[src/rtl/mcc_pkg.sv]
// Shared types and encodings for the multi-cycle controller:
// FSM states, instruction classes, ALU ops and datapath select codes.
package mcc_pkg;

    typedef enum logic [2:0] {
        S_FETCH  = 3'd0,
        S_DECODE = 3'd1,
        S_EXEC   = 3'd2,
        S_MEM    = 3'd3,
        S_WB     = 3'd4,
        S_ERR    = 3'd5
    } state_t;

    typedef enum logic [3:0] {
        C_NOP   = 4'd0,
        C_RTYPE = 4'd1,
        C_SHIFT = 4'd2,
        C_ITYPE = 4'd3,
        C_LW    = 4'd4,
        C_SW    = 4'd5,
        C_BEQ   = 4'd6,
        C_BNE   = 4'd7,
        C_J     = 4'd8,
        C_JR    = 4'd9,
        C_JAL   = 4'd10,
        C_JALR  = 4'd11
    } cls_t;

    localparam int CLS_N = 12;

    localparam logic [3:0] ALU_ADD  = 4'd0;
    localparam logic [3:0] ALU_SUB  = 4'd1;
    localparam logic [3:0] ALU_AND  = 4'd2;
    localparam logic [3:0] ALU_OR   = 4'd3;
    localparam logic [3:0] ALU_XOR  = 4'd4;
    localparam logic [3:0] ALU_NOR  = 4'd5;
    localparam logic [3:0] ALU_SLT  = 4'd6;
    localparam logic [3:0] ALU_SLTU = 4'd7;
    localparam logic [3:0] ALU_SLL  = 4'd8;
    localparam logic [3:0] ALU_SRL  = 4'd9;
    localparam logic [3:0] ALU_SRA  = 4'd10;

    localparam logic [1:0] SRCA_PC    = 2'd0;
    localparam logic [1:0] SRCA_REG   = 2'd1;
    localparam logic [1:0] SRCA_SHAMT = 2'd2;

    localparam logic [1:0] SRCB_REG   = 2'd0;
    localparam logic [1:0] SRCB_FOUR  = 2'd1;
    localparam logic [1:0] SRCB_IMM   = 2'd2;
    localparam logic [1:0] SRCB_IMMS2 = 2'd3;

    localparam logic [1:0] TR_ALU = 2'd0;
    localparam logic [1:0] TR_MEM = 2'd1;
    localparam logic [1:0] TR_PC  = 2'd2;

    localparam logic [1:0] DR_RT = 2'd0;
    localparam logic [1:0] DR_RD = 2'd1;
    localparam logic [1:0] DR_RA = 2'd2;

    localparam logic [1:0] J_ALU = 2'd0;
    localparam logic [1:0] J_BR  = 2'd1;
    localparam logic [1:0] J_TGT = 2'd2;
    localparam logic [1:0] J_REG = 2'd3;

    localparam logic [5:0] OP_RTYPE = 6'h00;
    localparam logic [5:0] OP_J     = 6'h02;
    localparam logic [5:0] OP_JAL   = 6'h03;
    localparam logic [5:0] OP_BEQ   = 6'h04;
    localparam logic [5:0] OP_BNE   = 6'h05;
    localparam logic [5:0] OP_ADDI  = 6'h08;
    localparam logic [5:0] OP_ADDIU = 6'h09;
    localparam logic [5:0] OP_SLTI  = 6'h0A;
    localparam logic [5:0] OP_SLTIU = 6'h0B;
    localparam logic [5:0] OP_ANDI  = 6'h0C;
    localparam logic [5:0] OP_ORI   = 6'h0D;
    localparam logic [5:0] OP_XORI  = 6'h0E;
    localparam logic [5:0] OP_LW    = 6'h23;
    localparam logic [5:0] OP_SW    = 6'h2B;

    localparam logic [5:0] F_NOP  = 6'h00;
    localparam logic [5:0] F_SRL  = 6'h02;
    localparam logic [5:0] F_SRA  = 6'h03;
    localparam logic [5:0] F_SLLV = 6'h04;
    localparam logic [5:0] F_SRLV = 6'h06;
    localparam logic [5:0] F_SRAV = 6'h07;
    localparam logic [5:0] F_JR   = 6'h08;
    localparam logic [5:0] F_JALR = 6'h09;
    localparam logic [5:0] F_ADD  = 6'h20;
    localparam logic [5:0] F_ADDU = 6'h21;
    localparam logic [5:0] F_SUB  = 6'h22;
    localparam logic [5:0] F_SUBU = 6'h23;
    localparam logic [5:0] F_AND  = 6'h24;
    localparam logic [5:0] F_OR   = 6'h25;
    localparam logic [5:0] F_XOR  = 6'h26;
    localparam logic [5:0] F_NOR  = 6'h27;
    localparam logic [5:0] F_SLT  = 6'h2A;
    localparam logic [5:0] F_SLTU = 6'h2B;

    function automatic cls_t cls_from_onehot(logic [CLS_N-1:0] oh);
        cls_t c;
        c = C_NOP;
        for (int i = 0; i < CLS_N; i++) begin
            if (oh[i]) c = cls_t'(4'(i));
        end
        return c;
    endfunction

    function automatic logic [3:0] alu_op(logic [5:0] opc, logic [5:0] fn);
        logic [3:0] op;
        op = ALU_ADD;
        if (opc == OP_RTYPE) begin
            case (fn)
                F_SUB, F_SUBU:  op = ALU_SUB;
                F_AND:          op = ALU_AND;
                F_OR:           op = ALU_OR;
                F_XOR:          op = ALU_XOR;
                F_NOR:          op = ALU_NOR;
                F_SLT:          op = ALU_SLT;
                F_SLTU:         op = ALU_SLTU;
                F_SLLV:         op = ALU_SLL;
                F_SRL, F_SRLV:  op = ALU_SRL;
                F_SRA, F_SRAV:  op = ALU_SRA;
                default:        op = ALU_ADD;
            endcase
        end else begin
            case (opc)
                OP_SLTI:  op = ALU_SLT;
                OP_SLTIU: op = ALU_SLTU;
                OP_ANDI:  op = ALU_AND;
                OP_ORI:   op = ALU_OR;
                OP_XORI:  op = ALU_XOR;
                default:  op = ALU_ADD;
            endcase
        end
        return op;
    endfunction

endpackage

[src/rtl/mcc_class_decoder.sv]
// Combinational opcode/func -> one-hot instruction class plus illegal flag.
// Ports: opcode_i/func_i in; cls_oh_o (one bit per cls_t), illegal_o out.
// func 0x00 under opcode 0 is the canonical nop (sll r0,r0,0).
module mcc_class_decoder
    import mcc_pkg::*;
(
    input  logic [5:0]       opcode_i,
    input  logic [5:0]       func_i,
    output logic [CLS_N-1:0] cls_oh_o,
    output logic             illegal_o
);

    always_comb begin
        cls_oh_o = '0;
        case (opcode_i)
            OP_RTYPE: begin
                case (func_i)
                    F_NOP: cls_oh_o[C_NOP] = 1'b1;
                    F_SRL, F_SRA, F_SLLV, F_SRLV, F_SRAV:
                        cls_oh_o[C_SHIFT] = 1'b1;
                    F_JR:   cls_oh_o[C_JR]   = 1'b1;
                    F_JALR: cls_oh_o[C_JALR] = 1'b1;
                    F_ADD, F_ADDU, F_SUB, F_SUBU, F_AND,
                    F_OR, F_XOR, F_NOR, F_SLT, F_SLTU:
                        cls_oh_o[C_RTYPE] = 1'b1;
                    default: ;
                endcase
            end
            OP_ADDI, OP_ADDIU, OP_SLTI, OP_SLTIU,
            OP_ANDI, OP_ORI, OP_XORI:
                cls_oh_o[C_ITYPE] = 1'b1;
            OP_LW:  cls_oh_o[C_LW]  = 1'b1;
            OP_SW:  cls_oh_o[C_SW]  = 1'b1;
            OP_BEQ: cls_oh_o[C_BEQ] = 1'b1;
            OP_BNE: cls_oh_o[C_BNE] = 1'b1;
            OP_J:   cls_oh_o[C_J]   = 1'b1;
            OP_JAL: cls_oh_o[C_JAL] = 1'b1;
            default: ;
        endcase
    end

    assign illegal_o = (cls_oh_o == '0);

endmodule

[src/rtl/multi_cycle_controller.sv]
// Multi-cycle MIPS-style control FSM: FETCH/DECODE/EXEC/MEM/WB(/ERR).
// In: clk, rst_n (sync, active low), opcode, func, zero, mem_ready.
// Out: datapath strobes/selects, instr_done, illegal, bus_err, state.
// Option MCC_MEM_TIMEOUT_EN: mem_ready wait timeout into sticky ERR.
module multi_cycle_controller
    import mcc_pkg::*;
#(
    parameter int MEM_TIMEOUT = 255,
    parameter int STATE_W     = 3
) (
    input  logic               clk,
    input  logic               rst_n,
    input  logic [5:0]         opcode,
    input  logic [5:0]         func,
    input  logic               zero,
    input  logic               mem_ready,
    output logic               PCW,
    output logic               IRW,
    output logic               MemR,
    output logic               MemW,
    output logic               IorD,
    output logic               RegW,
    output logic               ext,
    output logic [3:0]         ALUopcode,
    output logic [1:0]         sourceA,
    output logic [1:0]         sourceB,
    output logic [1:0]         toReg,
    output logic [1:0]         destReg,
    output logic [1:0]         jump,
    output logic               instr_done,
    output logic               illegal,
    output logic               bus_err,
    output logic [STATE_W-1:0] state
);

    state_t           state_q, state_d;
    cls_t             cls_q, cls_d;
    cls_t             dec_cls;
    logic [CLS_N-1:0] dec_oh;
    logic             dec_ill;
    logic             tmo_hit;

    mcc_class_decoder u_dec (
        .opcode_i  (opcode),
        .func_i    (func),
        .cls_oh_o  (dec_oh),
        .illegal_o (dec_ill)
    );

    assign dec_cls = cls_from_onehot(dec_oh);

`ifdef MCC_MEM_TIMEOUT_EN
    localparam int CNT_W = $clog2(MEM_TIMEOUT + 1);

    logic [CNT_W-1:0] cnt_q, cnt_d;
    logic             waiting;
    logic             bus_err_q;

    always_comb begin
        waiting = ((state_q == S_FETCH) || (state_q == S_MEM))
                  && !mem_ready;
        cnt_d   = waiting ? cnt_q + CNT_W'(1) : '0;
        // cnt_q counts earlier waits; this cycle is wait number cnt_q+1
        tmo_hit = waiting && (cnt_q == CNT_W'(MEM_TIMEOUT - 1));
    end

    always_ff @(posedge clk) begin
        if (!rst_n) begin
            cnt_q     <= '0;
            bus_err_q <= 1'b0;
        end else begin
            cnt_q <= cnt_d;
            if (state_d == S_ERR) bus_err_q <= 1'b1;
        end
    end

    assign bus_err = bus_err_q;
`else
    logic [31:0] unused_tmo;
    assign unused_tmo = MEM_TIMEOUT;
    assign tmo_hit    = 1'b0;
    assign bus_err    = 1'b0;
`endif

    always_ff @(posedge clk) begin
        if (!rst_n) begin
            state_q <= S_FETCH;
            cls_q   <= C_NOP;
        end else begin
            state_q <= state_d;
            cls_q   <= cls_d;
        end
    end

    always_comb begin
        state_d    = state_q;
        cls_d      = cls_q;
        PCW        = 1'b0;
        IRW        = 1'b0;
        MemR       = 1'b0;
        MemW       = 1'b0;
        IorD       = 1'b0;
        RegW       = 1'b0;
        ext        = 1'b0;
        ALUopcode  = ALU_ADD;
        sourceA    = SRCA_PC;
        sourceB    = SRCB_REG;
        toReg      = TR_ALU;
        destReg    = DR_RT;
        jump       = J_ALU;
        instr_done = 1'b0;
        illegal    = 1'b0;

        case (state_q)
            S_FETCH: begin
                MemR    = 1'b1;
                sourceB = SRCB_FOUR;
                if (mem_ready) begin
                    IRW     = 1'b1;
                    PCW     = 1'b1;
                    state_d = S_DECODE;
                end else if (tmo_hit) begin
                    state_d = S_ERR;
                end
            end
            S_DECODE: begin
                // speculative branch target: PC + (sext(imm) << 2)
                sourceB = SRCB_IMMS2;
                ext     = 1'b1;
                cls_d   = dec_cls;
                if (dec_ill) begin
                    illegal    = 1'b1;
                    instr_done = 1'b1;
                    cls_d      = C_NOP;
                    state_d    = S_FETCH;
                end else if (dec_cls == C_NOP) begin
                    instr_done = 1'b1;
                    state_d    = S_FETCH;
                end else begin
                    state_d = S_EXEC;
                end
            end
            S_EXEC: begin
                case (cls_q)
                    C_RTYPE: begin
                        sourceA   = SRCA_REG;
                        ALUopcode = alu_op(opcode, func);
                        state_d   = S_WB;
                    end
                    C_SHIFT: begin
                        // variable shifts (func[2]) take amount from rs
                        sourceA   = func[2] ? SRCA_REG : SRCA_SHAMT;
                        ALUopcode = alu_op(opcode, func);
                        state_d   = S_WB;
                    end
                    C_ITYPE: begin
                        sourceA   = SRCA_REG;
                        sourceB   = SRCB_IMM;
                        ext       = !((opcode == OP_ANDI)
                                   || (opcode == OP_ORI)
                                   || (opcode == OP_XORI));
                        ALUopcode = alu_op(opcode, func);
                        state_d   = S_WB;
                    end
                    C_LW, C_SW: begin
                        sourceA = SRCA_REG;
                        sourceB = SRCB_IMM;
                        ext     = 1'b1;
                        state_d = S_MEM;
                    end
                    C_BEQ, C_BNE: begin
                        sourceA    = SRCA_REG;
                        ALUopcode  = ALU_SUB;
                        ext        = 1'b1;
                        jump       = J_BR;
                        PCW        = (cls_q == C_BEQ) ? zero : !zero;
                        instr_done = 1'b1;
                        state_d    = S_FETCH;
                    end
                    C_J, C_JR, C_JAL, C_JALR: begin
                        PCW = 1'b1;
                        jump = ((cls_q == C_J) || (cls_q == C_JAL))
                               ? J_TGT : J_REG;
                        if ((cls_q == C_JAL) || (cls_q == C_JALR)) begin
                            RegW    = 1'b1;
                            toReg   = TR_PC;
                            destReg = (cls_q == C_JAL) ? DR_RA : DR_RD;
                        end
                        instr_done = 1'b1;
                        state_d    = S_FETCH;
                    end
                    default: begin
                        instr_done = 1'b1;
                        state_d    = S_FETCH;
                    end
                endcase
            end
            S_MEM: begin
                IorD = 1'b1;
                MemR = (cls_q == C_LW);
                MemW = (cls_q == C_SW);
                if (mem_ready) begin
                    if (cls_q == C_LW) begin
                        state_d = S_WB;
                    end else begin
                        instr_done = 1'b1;
                        state_d    = S_FETCH;
                    end
                end else if (tmo_hit) begin
                    state_d = S_ERR;
                end
            end
            S_WB: begin
                RegW       = 1'b1;
                toReg      = (cls_q == C_LW) ? TR_MEM : TR_ALU;
                destReg    = ((cls_q == C_RTYPE) || (cls_q == C_SHIFT))
                             ? DR_RD : DR_RT;
                instr_done = 1'b1;
                state_d    = S_FETCH;
            end
            S_ERR: begin
                state_d = S_ERR;
            end
            default: begin
                state_d = S_FETCH;
            end
        endcase

        // reset kills strobes at once so an in-flight access never commits
        if (!rst_n) begin
            PCW        = 1'b0;
            IRW        = 1'b0;
            MemR       = 1'b0;
            MemW       = 1'b0;
            RegW       = 1'b0;
            instr_done = 1'b0;
            illegal    = 1'b0;
        end
    end

    assign state = STATE_W'(state_q);

endmodule

[config.mk]
export PLATFORM = sky130hd
export DESIGN_NAME = multi_cycle_controller
export DESIGN_NICKNAME = d
export VERILOG_FILES = /design/src/rtl/mcc_pkg.sv /design/src/rtl/mcc_class_decoder.sv /design/src/rtl/multi_cycle_controller.sv
export SDC_FILE = /design/constraint.sdc
export NUM_CORES = 1
export LEC_CHECK = 0
export BUFFER_PORTS_ARGS = -buffer_cell sky130_fd_sc_hd__buf_2
export CORE_ASPECT_RATIO = 0.8
export CORE_MARGIN = 5
export CORE_UTILIZATION = 54
export DETAILED_ROUTE_END_ITERATION = 6
export PLACE_DENSITY = 0.85
export RECOVER_POWER = 50
export SLEW_MARGIN = 20
export SYNTH_ARGS = -nofsm -noshare
export SYNTH_HDL_FRONTEND = slang
export SYNTH_HIERARCHICAL = 1
export SYNTH_SLANG_ARGS = --single-unit
[constraint.sdc]
create_clock -name clk -period 4.45 [get_ports clk]
set_input_delay 0.6675 -clock clk [delete_from_list [all_inputs] [get_ports clk]]
set_output_delay 0.6675 -clock clk [all_outputs]
set_load 0.005 [all_outputs]
After elaboration in Yosys (flattened, before gate mapping). Memories as Yosys holds them, arrays and structs flattened. Cells that the tools add are included.

$add $sub $neg: 0. Bitwise logic cells: 0. Shifts and indexed selects: 0. Muxes and demuxes: 85. Div/mod/pow operators: 0. $mul: 0. Equality and inequality tests: 48. Reduce and logical (&&, ||, !) cells: 24. Order comparisons: 0.

Operator list (count): 6-bit equality test (second input constant) (12); 6-bit by 4-bit equality test with 1-bit output (second input constant) (9); 4-bit two-way mux (13); 1-bit two-way mux (39); 6-bit by 3-bit equality test with 1-bit output (second input constant) (5); 3-bit one-hot mux with 5 select lines (2); 2-bit two-way mux (13); 6-bit by 2-bit equality test with 1-bit output (second input constant) (4); 4-bit by 3-bit equality test with 1-bit output (second input constant) (4); 4-bit equality test (second input constant) (4); 2-bit one-hot mux with 2 select lines (4); 4-bit one-hot mux with 4 select lines (1); 12-bit logical NOT (1); 6-bit logical NOT (2); 3-bit two-way mux (4); 1-bit one-hot mux with 2 select lines (6); 10-bit OR reduction (1); 5-bit OR reduction (2); 4-bit by 2-bit equality test with 1-bit output (second input constant) (2); 4-bit OR reduction (2); 7-bit OR reduction (1); 3-bit by 2-bit equality test with 1-bit output (second input constant) (2); 3-bit equality test (second input constant) (2); 2-bit one-hot mux with 3 select lines (1); 13 further kinds (21).

Input port bits: 16. Register bits after elaboration: 7. Bits in writable memories: 0. Logic and storage cells: 162. Bits in latches: 0. Output and inout port bits: 27. Bits in read-only memories: 768. Memories kept: 3.

Memories: (no name shown) (words 64, width 4, read ports 1, clocked after Yosys merged registers in 0, write ports 0, line mcc_pkg.sv:112) `case (fn)`; (no name shown) (words 64, width 4, read ports 1, clocked after Yosys merged registers in 0, write ports 0, line mcc_pkg.sv:112); (no name shown) (words 64, width 4, read ports 1, clocked after Yosys merged registers in 0, write ports 0, line mcc_pkg.sv:112).

Logic depth before layout (Yosys ltp). Gate-level depths: netlist of the first run.

Word-level depth: 20. Depth in mapped cells: 9.

By module. The synthesis of the first run kept the hierarchy.

By module, submodules not included: multi_cycle_controller (area each 988.4 um2, cells an instance 154, times used 1, sequential area each 140.1 um2); mcc_class_decoder (area each 252.7 um2, cells an instance 39, times used 1, sequential area each 0.0 um2).

Worst setup path before layout of the first run. OpenSTA, ideal clock, no wires.

Path kind: input to output. From: input port opcode[2]. To: output port instr_done. Slack: 1567 ps. Path buffers: 1. Data arrival time: 2216 ps. Stages on the path: 9. Path through: clkbuf_1 > nor3_1 > and2_1 > nor4b_2 > nand2b_1 > a221oi_1 > o31ai_1 > a21oi_1 > a211oi_1.

RTL lines: start: declaration (line multi_cycle_controller.sv:13) `input logic [5:0] opcode,`; 6-bit logical NOT (*) (line mcc_class_decoder.sv:15) `case (opcode_i)`; 3-bit two-way mux (*) (line mcc_class_decoder.sv:15); named net dec_oh[2] (line multi_cycle_controller.sv:39) `logic [CLS_N-1:0] dec_oh;`; 2-bit two-way mux (2 in a row) (line mcc_pkg.sv:103) `if (oh[i]) c = cls_t'(4'(i));`; 4-bit two-way mux (8 in a row) (line mcc_pkg.sv:103); 4-bit logical NOT (line multi_cycle_controller.sv:136) `end else if (dec_cls == C_NOP) begin`; 1-bit two-way mux (line multi_cycle_controller.sv:136); 1-bit two-way mux (*) (line multi_cycle_controller.sv:131) `if (dec_ill) begin`; 1-bit one-hot mux with 4 select lines (*) (line multi_cycle_controller.sv:114) `case (state_q)`; 1-bit two-way mux (*) (line multi_cycle_controller.sv:230) `if (!rst_n) begin`; end: declaration (line multi_cycle_controller.sv:30) `output logic instr_done,`.

Mark *: on every way through the listed nets, which the timed path passes. The rest lies on a longest branch.

Final worst setup path of the first run.
From: input port opcode[1]. To: output port instr_done.

Same word-level chain as after synthesis.

==> results_dict.tcl, run 1 <==
set metrics [dict create \
    antenna-diode-count 0 \
    static-leakage-power_nw 0.568 \
    syn-cell-area_um2 1240 \
    slew_headroom 0.488 \
    final-seq-area_um2 140 \
    setup_viol 0 \
    critPathCaptureType "primary output" \
    fmaxAchievable_ghz 0.270 \
    grt_max_degree 17 \
    placeableCoreArea_um2 2180 \
    skew_ns 0.00515 \
    grt_pass1_wl_um 5870 \
    viasPerCell 6.11 \
    dieHeight_um 52.8 \
    yosysWarnings 6 \
    switching_share 0.337 \
    fillCellCount 221 \
    post_cts.repair.setup_buffers 0 \
    multiInputGateArea_um2 995 \
    post_drt_wl_per_cell_um 13.9 \
    initial_core_utilization 0.568 \
    sequential_share_of_power 0.360 \
    clock_power_share 0.298 \
    ctsHoldBuffers 0 \
    routabilityCongestion 0.839 \
    post-route-period-util 0.831 \
    num_rows 15 \
    synthesis.nets 208 \
    clk_pin_slew_ns 0.05 \
    drt_iter0_drc 129 \
    maxCapViolCount 0 \
    post_cts.resized_instances 0 \
    holdCritPathClass "register to register" \
    power_internal_uw 122 \
    synth_area_per_cell_um2 6.44 \
    flow.area_growth_from_synthesis_pct 15.0 \
    fin_cells 252 \
    timing.final.max_slew_violations 0 \
    synthesis.instances 192 \
    gr-total-overflow 0 \
    initial_antenna_violation_count 0 \
    detailroute.via_count 1539 \
    crit_path_max_fanout 12 \
    worst_ir_drop_vdd_mv 0.142 \
    htreeDepth 1 \
    cts-root-buf "sky130_fd_sc_hd__clkbuf_4" \
    antenna_left 0 \
    switching_power_uw 62.1 \
    totalPowerFinal_uw 184 \
    drt_pre_antenna_iters 5 \
    tritoncts "done" \
    p_comb_frac 0.341 \
    grt_usage 0.207 \
    clock_insertion_delay_worst_skew_ns 0.24 \
    grt_pass1_vias 1366 \
    unrepaired_setup_endpoints_after_global_routing "no" \
    crit_type "input port to primary output" \
    power_density_over_cell_area_nw_per_um2 130 \
    final.setup.tns_ns 0 \
    detailedPlacementHpwl_um 2690 \
    report.final.hold_viol_count 0 \
    layout.nets 244 \
    worst_setup_path_start_kind "input port" \
    area_post_placement_um2 1420 \
    chipWidth_um 63.5 \
    cts-buffers-inserted 3 \
    critical_path_arrival_ns 3.03 \
    drcViolationCount 0 \
    layout-drive-gt1-share 0.194 \
    dpl.cell_count 248 \
    timing.final.crit_period_ns 3.70 \
    ios 43 \
    status "finished, final reports clean" \
    tightestPinTransition_ns 0.757 \
    cp_data_required_time_ns 3.78 \
    clock_sinks 7 \
    port_buffers 41 \
    final_area_um2 1420 \
    ctsLongestPathBuffers 2 \
    postRouteWirelength_um 3490 \
    dieArea_um2 3350 \
]
==> sequential cells by signal, indices dropped and copies added, names as in the netlist <==
name,count
cls_q,4
state,3
==> power by group through the flow <==
| stage | Sequential [mW] | Combinational (mW) | Clock (mW) |
|---|---|---|---|
| 2_1_floorplan | 0.0656 | 0.0372 | 0 |
| 3_3_place_gp | 0.0676 | 0.0628 | 0 |
| 3_5_place_dp | 0.0676 | 0.0635 | 0 |
| 4_1_cts | 0.0664 | 0.0638 | 0.0571 |
| 5_1_grt | 0.0667 | 0.0706 | 0.0631 |
| 6_report | 0.0665 | 0.0629 | 0.0550 |
==> cell usage in the layout (no fill, tap or decap), drive strengths merged, types with 2 or more instances in the layout <==
cell and count:
buf 32, nor2 31, nand2 18, clkbuf 13, o21ai 12, a21oi 12
nor3 9, inv 9, nand2b 9, dfxtp 7, nor4 6, nor4b 5
nand3 5, nand3b 4, nor2b 4, and3 4, a211oi 3, or3 3
o31ai 3, xnor2 2, nor3b 2, a32oi 2, o21a 2, nand4 2
and2 2, mux2i 2, or3b 2
==> path summary, 6_finish.rpt <==
| path | from | to | slack, ns | depth (start not counted) |
|---|---|---|---|---|
| max | opcode[1] | instr_done | 0.75 | 10 |
| min | cls_q[3] | cls_q[3] | 0.68 | 2 |
| max reg2reg | state[0] | state[1] | 2.69 | 4 |
| min reg2reg | cls_q[3] | cls_q[3] | 0.68 | 2 |
==> metal layers <==
metal  share of wire  track usage
met1            0.49        0.298
met2            0.45        0.321
met3           0.066       0.0172
met4          0.0020       0.0692
met5               0            0
==> metrics by stage <==
stage          hold WS [ns]  setup WS, ns   util
2_1_floorplan         0.570          1.57      -
5_1_grt               0.719         0.468  0.653
6_report              0.677         0.752  0.653
3_3_place_gp          0.646          1.16  0.654
4_1_cts               0.667          1.11  0.666
3_5_place_dp          0.655          1.11  0.654
==> cell type report <==
cell class	count	share of cell area
repair buffers	41	0.137
well taps	25	0.0220
inverters	9	0.0238
clock buffers	4	0.0185
flip-flops and latches	7	0.0986
multi-input cells	166	0.700
==> critical path, cell delays in order <==
cell	delay, ns
sky130_fd_sc_hd__clkbuf_1	0.20
sky130_fd_sc_hd__nor4_1	0.60
sky130_fd_sc_hd__and2_0	0.26
sky130_fd_sc_hd__nor4b_2	0.24
sky130_fd_sc_hd__nand2b_1	0.14
sky130_fd_sc_hd__a221oi_1	0.06
sky130_fd_sc_hd__o31ai_1	0.36
sky130_fd_sc_hd__a21oi_1	0.13
sky130_fd_sc_hd__a211oi_1	0.22
sky130_fd_sc_hd__buf_2	0.15
Power figures use the tool's default switching activity.
==> inputs of run 2 (changes only) <==
--- a/config.mk
+++ b/config.mk
@@ -8,9 +8,9 @@
 export BUFFER_PORTS_ARGS = -buffer_cell sky130_fd_sc_hd__buf_2
 export CORE_ASPECT_RATIO = 0.8
 export CORE_MARGIN = 5
-export CORE_UTILIZATION = 54
+export CORE_UTILIZATION = 46
 export DETAILED_ROUTE_END_ITERATION = 6
-export PLACE_DENSITY = 0.85
+export PLACE_DENSITY = 0.77
 export RECOVER_POWER = 50
 export SLEW_MARGIN = 20
 export SYNTH_ARGS = -nofsm -noshare
==> constraint.sdc (replaced) <==
create_clock -name clk -period 3.2 [get_ports clk]
set_input_delay 0.48 -clock clk [delete_from_list [all_inputs] [get_ports clk]]
set_output_delay 0.48 -clock clk [all_outputs]
set_load 0.005 [all_outputs]
==> run 2 against run 1 <==
Compared with the run above: utilization decreased by 4.9 points; count of clock-buffer cells in the layout unchanged; largest power group is now combinational logic; non-clock buffer count increased by 10; critical endpoint unchanged; via count increased by 1.3%; cell area increased by 6.3%; setup slack got worse by 0.61 ns; register-to-register slack got worse by 1.5 ns; first-iteration DRC count increased by 43%; clock power increased by 40%; hold slack got worse by 0.16 ns; final cell count increased by 8.3%.
==> results_dict.tcl, run 2 (same netlist as run 1, synthesis figures left out) <==
set metrics [dict create \
    largest_reg_flops 4 \
    initial_core_utilization 0.494 \
    antenna-diode-count 0 \
    top_library_cells_by_usage_in_the_layout_fill_and_taps_aside "sky130_fd_sc_hd__buf_2, sky130_fd_sc_hd__nor2_1, sky130_fd_sc_hd__nand2_1" \
    unrepaired_setup_endpoints_after_global_routing "no" \
    worst_ir_drop_vdd_mv 0.238 \
    ctsHoldBuffers 0 \
    cts-buffers-inserted 3 \
    power_density_over_cell_area_nw_per_um2 174 \
    port_buffers 41 \
    clock_insertion_delay_worst_skew_ns 0.25 \
    post_drt_wl_per_cell_um 13.3 \
    final-seq-area_um2 140 \
    final.setup.tns_ns 0 \
    grt_max_degree 16 \
    ios 43 \
    largest_register_by_flop_count "cls_q" \
    cts-root-buf "sky130_fd_sc_hd__clkbuf_4" \
    static-leakage-power_nw 0.607 \
    final_area_um2 1510 \
    worst_setup_path_start_kind "input port" \
    antenna_left 0 \
    fin_cells 273 \
    layout.nets 254 \
    status "finished, final reports clean" \
    dieArea_um2 3830 \
    slew_headroom 0.587 \
    post-route-period-util 0.956 \
    layout-drive-gt1-share 0.215 \
    dpl.cell_count 269 \
    detailedPlacementHpwl_um 2860 \
    worstReg2RegEnd "state[1]" \
    grt_usage 0.189 \
    holdCritPathClass "input port to register" \
    drt_iter0_drc 185 \
    tightestPinTransition_ns 0.610 \
    htreeDepth 1 \
    drt_pre_antenna_iters 4 \
    timing.critical_path.from "opcode[1]" \
    chipWidth_um 68.0 \
    placeableCoreArea_um2 2500 \
    report.final.hold_viol_count 0 \
    detailroute.via_count 1559 \
    multiInputGateArea_um2 1010 \
    dieHeight_um 56.4 \
    timing.final.crit_period_ns 3.06 \
    gr-total-overflow 0 \
    r2r_setup_slack_ns 1.20 \
    last_element_of_the_critical_path "instr_done" \
    viasPerCell 5.71 \
    routabilityCongestion 0.938 \
    fmaxAchievable_ghz 0.327 \
    critPathCaptureType "primary output" \
    reg2reg_depth 5 \
    drcViolationCount 0 \
    crit_type "input port to primary output" \
    area_post_placement_um2 1510 \
    dp_slack_ns 0.180 \
    num_rows 16 \
    grt_pass1_wl_um 5890 \
    crit_path_max_fanout 12 \
    skew_ns 0.00507 \
    reg2reg_from "state[0]" \
    initial_antenna_violation_count 0 \
    maxCapViolCount 0 \
    tritoncts "done" \
    grt_pass1_vias 1267 \
    flow.area_growth_from_synthesis_pct 22.3 \
    setup_viol 0 \
    clk_pin_slew_ns 0.05 \
    ctsLongestPathBuffers 2 \
    postRouteWirelength_um 3620 \
    fillCellCount 250 \
    post_cts.resized_instances 0 \
    cp_data_required_time_ns 2.72 \
    leading_cell_type_in_the_layout_fill_and_taps_excluded "sky130_fd_sc_hd__buf_2" \
    totalPowerFinal_uw 263 \
    timing.final.max_slew_violations 0 \
    clock_sinks 7 \
    setup_ws_ns 0.141 \
    post_cts.repair.setup_buffers 0 \
    critical_path_arrival_ns 2.58 \
]
[run 2: cell count changes in the layout (fill, tap and decap cells not counted), sizes merged]
cell	previous run	this run
buf	32	39
clkbuf	13	16
[run 2: where the power goes]
| part | switching (mW) | internal, mW | total, mW |
|---|---|---|---|
| clock network | 0.0297 | 0.0474 | 0.0770 |
| logic | 0.0597 | 0.0370 | 0.0966 |
| registers | 0.000481 | 0.0885 | 0.0890 |
[run 2: per-layer routing]
layer,track usage,share of wire,up-vias
met5,0,0,-
met1,0.306,0.49,707
met4,0.0170,0,0
met3,0.0319,0.080,0
met2,0.261,0.43,54
li1,-,-,798
[run 2: worst min-delay path by stage]
stage          startpoint        to  slack (ns)  depth (start not counted)
2_1_floorplan    cls_q[3]  cls_q[3]        0.57                          3
3_5_place_dp     cls_q[3]  cls_q[3]        0.65                          2
4_1_cts             rst_n  state[2]        0.50                          3
5_1_grt             rst_n  state[2]        0.51                          3
6_report            rst_n  state[2]        0.52                          3
3_3_place_gp     cls_q[3]  cls_q[3]        0.64                          2
[run 2: cell type report]
class / instances / area share
sequential: 7 / 0.0927
tap: 36 / 0.0298
multi-input combinational: 166 / 0.668
timing repair buffer: 51 / 0.170
clock buffer: 4 / 0.0174
inverter: 9 / 0.0224
[run 2: metrics by stage]
stage,utilization,hold slack (ns)
2_1_floorplan,-,0.570
3_3_place_gp,0.605,0.637
5_1_grt,0.604,0.511
6_report,0.604,0.519
4_1_cts,0.615,0.502
3_5_place_dp,0.605,0.649
[run 2: critical path: stages]
cell and delay, ns:
sky130_fd_sc_hd__buf_2 0.17, sky130_fd_sc_hd__nor4_4 0.36, sky130_fd_sc_hd__and2_1 0.21, sky130_fd_sc_hd__nor4b_2 0.28
sky130_fd_sc_hd__nand2b_1 0.16, sky130_fd_sc_hd__a221oi_1 0.08, sky130_fd_sc_hd__o31ai_1 0.33, sky130_fd_sc_hd__a21oi_1 0.15
sky130_fd_sc_hd__a211oi_1 0.22, sky130_fd_sc_hd__buf_2 0.15
==> inputs of run 3 (changes only) <==
--- a/config.mk
+++ b/config.mk
@@ -6,14 +6,16 @@
 export NUM_CORES = 1
 export LEC_CHECK = 0
 export BUFFER_PORTS_ARGS = -buffer_cell sky130_fd_sc_hd__buf_2
+export CELL_PAD_IN_SITES_DETAIL_PLACEMENT = 1
+export CELL_PAD_IN_SITES_GLOBAL_PLACEMENT = 1
 export CORE_ASPECT_RATIO = 0.8
 export CORE_MARGIN = 5
-export CORE_UTILIZATION = 46
+export CORE_UTILIZATION = 30
+export CTS_BUF_LIST = sky130_fd_sc_hd__clkbuf_16
 export DETAILED_ROUTE_END_ITERATION = 6
-export PLACE_DENSITY = 0.77
+export PLACE_DENSITY = 0.75
 export RECOVER_POWER = 50
 export SLEW_MARGIN = 20
 export SYNTH_ARGS = -nofsm -noshare
 export SYNTH_HDL_FRONTEND = slang
-export SYNTH_HIERARCHICAL = 1
 export SYNTH_SLANG_ARGS = --single-unit
==> run 3 against run 2 <==
Compared with the run above: hold slack improved by 0.052 ns; fmax rose by 17%; cell area fell by 4.2%; setup slack improved by 0.43 ns; sequential power rose by 17%; count of clock-buffer cells in the layout fell by 1; critical path type is now register to primary output; critical endpoint is now ALUopcode[0]; largest power group is now clock.
==> results_dict.tcl, run 3 <==
set metrics [dict create \
    yosysWarnings 0 \
    top_library_cells_by_usage_in_the_layout_fill_and_taps_aside "sky130_fd_sc_hd__buf_2, sky130_fd_sc_hd__nand2_1, sky130_fd_sc_hd__nor2_1, sky130_fd_sc_hd__a21oi_1" \
    totalPowerFinal_uw 426 \
    port_buffers 41 \
    synth_area_per_cell_um2 6.49 \
    detailroute.via_count 1434 \
    cp_data_required_time_ns 2.72 \
    post_drt_wl_per_cell_um 15.4 \
    final.setup.tns_ns 0 \
    largest_reg_flops 4 \
    static-leakage-power_nw 0.581 \
    synth_seq_area_share 0.116 \
    layout.nets 230 \
    post_cts.repair.setup_buffers 0 \
    setup_viol 0 \
    flip_flop_cell_with_the_highest_count_after_synthesis "sky130_fd_sc_hd__dfxtp_1" \
    viasPerCell 5.35 \
    unrepaired_setup_endpoints_after_global_routing "no" \
    tightestPinTransition_ns 0.608 \
    clock_insertion_delay_worst_skew_ns 0.23 \
    synthesis.nets 202 \
    largest_register_by_flop_count "cls_q" \
    most_frequent_cell_after_synthesis "sky130_fd_sc_hd__nand2_1" \
    worst_ir_drop_vdd_mv 0.292 \
    reg2reg_depth 5 \
    critPathCaptureType "primary output" \
    synth_cell_types 59 \
    area_post_placement_um2 1380 \
    multiInputGateArea_um2 941 \
    post_cts.resized_instances 0 \
    holdCritPathClass "register to register" \
    routabilityCongestion 0.789 \
    chipWidth_um 80.9 \
    initial_core_utilization 0.313 \
    syn-cell-area_um2 1210 \
    final-seq-area_um2 140 \
    cp_common_cell "sky130_fd_sc_hd__nand2_1" \
    slew_headroom 0.594 \
    grt_usage 0.160 \
    path_depth 6 \
    cp_top_family "simple AND/OR/NAND/NOR gates" \
    met2RoutedLength_um 1870 \
    cp_num_buf_inv 1 \
    cts-buffers-inserted 3 \
    maxCapViolCount 0 \
    grt_max_degree 20 \
    dieHeight_um 66.7 \
    fin_cells 268 \
    worst_setup_path_start_kind "register" \
    crit_type "register to primary output" \
    cp_cell_instances "and2b_1 > nand2_1 > nor3_2 > nand2_1 > o32ai_1 > buf_2" \
    leading_cell_type_in_the_layout_fill_and_taps_excluded "sky130_fd_sc_hd__buf_2" \
    grt_pass1_wl_um 6880 \
    critical_path_arrival_ns 2.14 \
    synth.largest_area_cell "sky130_fd_sc_hd__dfxtp_1" \
    status "finished, final reports clean" \
    post-route-period-util 0.820 \
    fillCellCount 529 \
    clk_pin_slew_ns 0.04 \
    tritoncts "done" \
    timing.final.max_slew_violations 0 \
    drt_pre_antenna_iters 4 \
    critPathSlowestCell "sky130_fd_sc_hd__dfxtp_1" \
    synthesis.instances 186 \
    antenna-diode-count 0 \
    top_signal_layer_used "met3" \
    wirelength_met1_um 2120 \
    fmaxAchievable_ghz 0.381 \
    synthTopCellsByArea "sky130_fd_sc_hd__dfxtp_1, sky130_fd_sc_hd__nand2_1, sky130_fd_sc_hd__nor2_1, sky130_fd_sc_hd__a21oi_1, sky130_fd_sc_hd__nor3_1" \
    layout-drive-gt1-share 0.221 \
    worst_path_largest_cell_delay_ns 0.49 \
    num_rows 20 \
    dieArea_um2 5400 \
    gr-total-overflow 0 \
    dp_slack_ns 0.877 \
    detailedPlacementHpwl_um 3310 \
    clock_sinks 7 \
    ctsLongestPathBuffers 2 \
    met3_length_um 151 \
    synth_edf_count 0 \
    dpl.cell_count 264 \
    antenna_left 0 \
    yosysTopAreaCellShare 0.116 \
    ctsHoldBuffers 0 \
    drt_iter0_drc 132 \
    power_density_over_cell_area_nw_per_um2 294 \
    final_area_um2 1450 \
    postRouteWirelength_um 4140 \
    post-route-util 0.376 \
    ios 43 \
    initial_antenna_violation_count 0 \
    flow.area_growth_from_synthesis_pct 19.9 \
    crit_path_max_fanout 9 \
    cts-root-buf "sky130_fd_sc_hd__clkbuf_16" \
    grt_pass1_vias 1376 \
    report.final.hold_viol_count 0 \
    placeableCoreArea_um2 3850 \
    skew_ns 0.00486 \
    synth_async_sr_flop_share 0 \
    synth_commonest_cells "sky130_fd_sc_hd__nand2_1, sky130_fd_sc_hd__nor2_1, sky130_fd_sc_hd__a21oi_1" \
    setup_ws_ns 0.576 \
    htreeDepth 1 \
    worst_hold_margin_ns 0.571 \
    timing.final.crit_period_ns 2.62 \
    drcViolationCount 0 \
    ys_seq_elements 7 \
    min_delay_path_depth 2 \
]
==> run 3: kinds of logic after synthesis <==
logic type | count (synthesis) | synth area share
simple gates | 96 | 0.441
compound gates | 55 | 0.317
buf+inv | 24 | 0.0995
flops | 7 | 0.116
xor+xnor | 2 | 0.0145
mux | 1 | 0.00829
other cells | 1 | 0.00311
==> run 3: report_power, final <==
group	internal, mW	leakage, nW	switching [mW]
registers	0.0914	0.0570	0.0126
clock network	0.162	0.0423	0.0466
logic	0.0450	0.481	0.0683
total	0.299	0.581	0.127
==> run 3: final timing paths <==
path	end	slack, ns	from
worst min-delay path	cls_q[3]	0.57	cls_q[3]
worst max-delay path	ALUopcode[0]	0.58	state[1]
worst min register to register	cls_q[3]	0.57	cls_q[3]
worst max register to register	state[0]	1.39	cls_q[2]
==> run 3: area by class of cell <==
| type | instances | area share |
|---|---|---|
| Tap cell | 55 | 0.0475 |
| Sequential cell | 7 | 0.0968 |
| Inverter | 6 | 0.0156 |
| Multi-Input combinational cell | 155 | 0.650 |
| Clock inverter | 1 | 0.00259 |
| Clock buffer | 3 | 0.0519 |
| Timing Repair Buffer | 41 | 0.136 |
==> run 3: tightest hold or removal path, delay by kind of cell (launching register included) <==
family          cells  cell delay (ns)
flops               1             0.37
simple gates        1             0.09
compound gates      1             0.06
==> run 3: per-layer routing <==
layer	up-vias	GRT usage
met3	0	0.0284
met5	-	0
met1	684	0.245
met2	25	0.239
met4	0	0.0127
li1	725	-
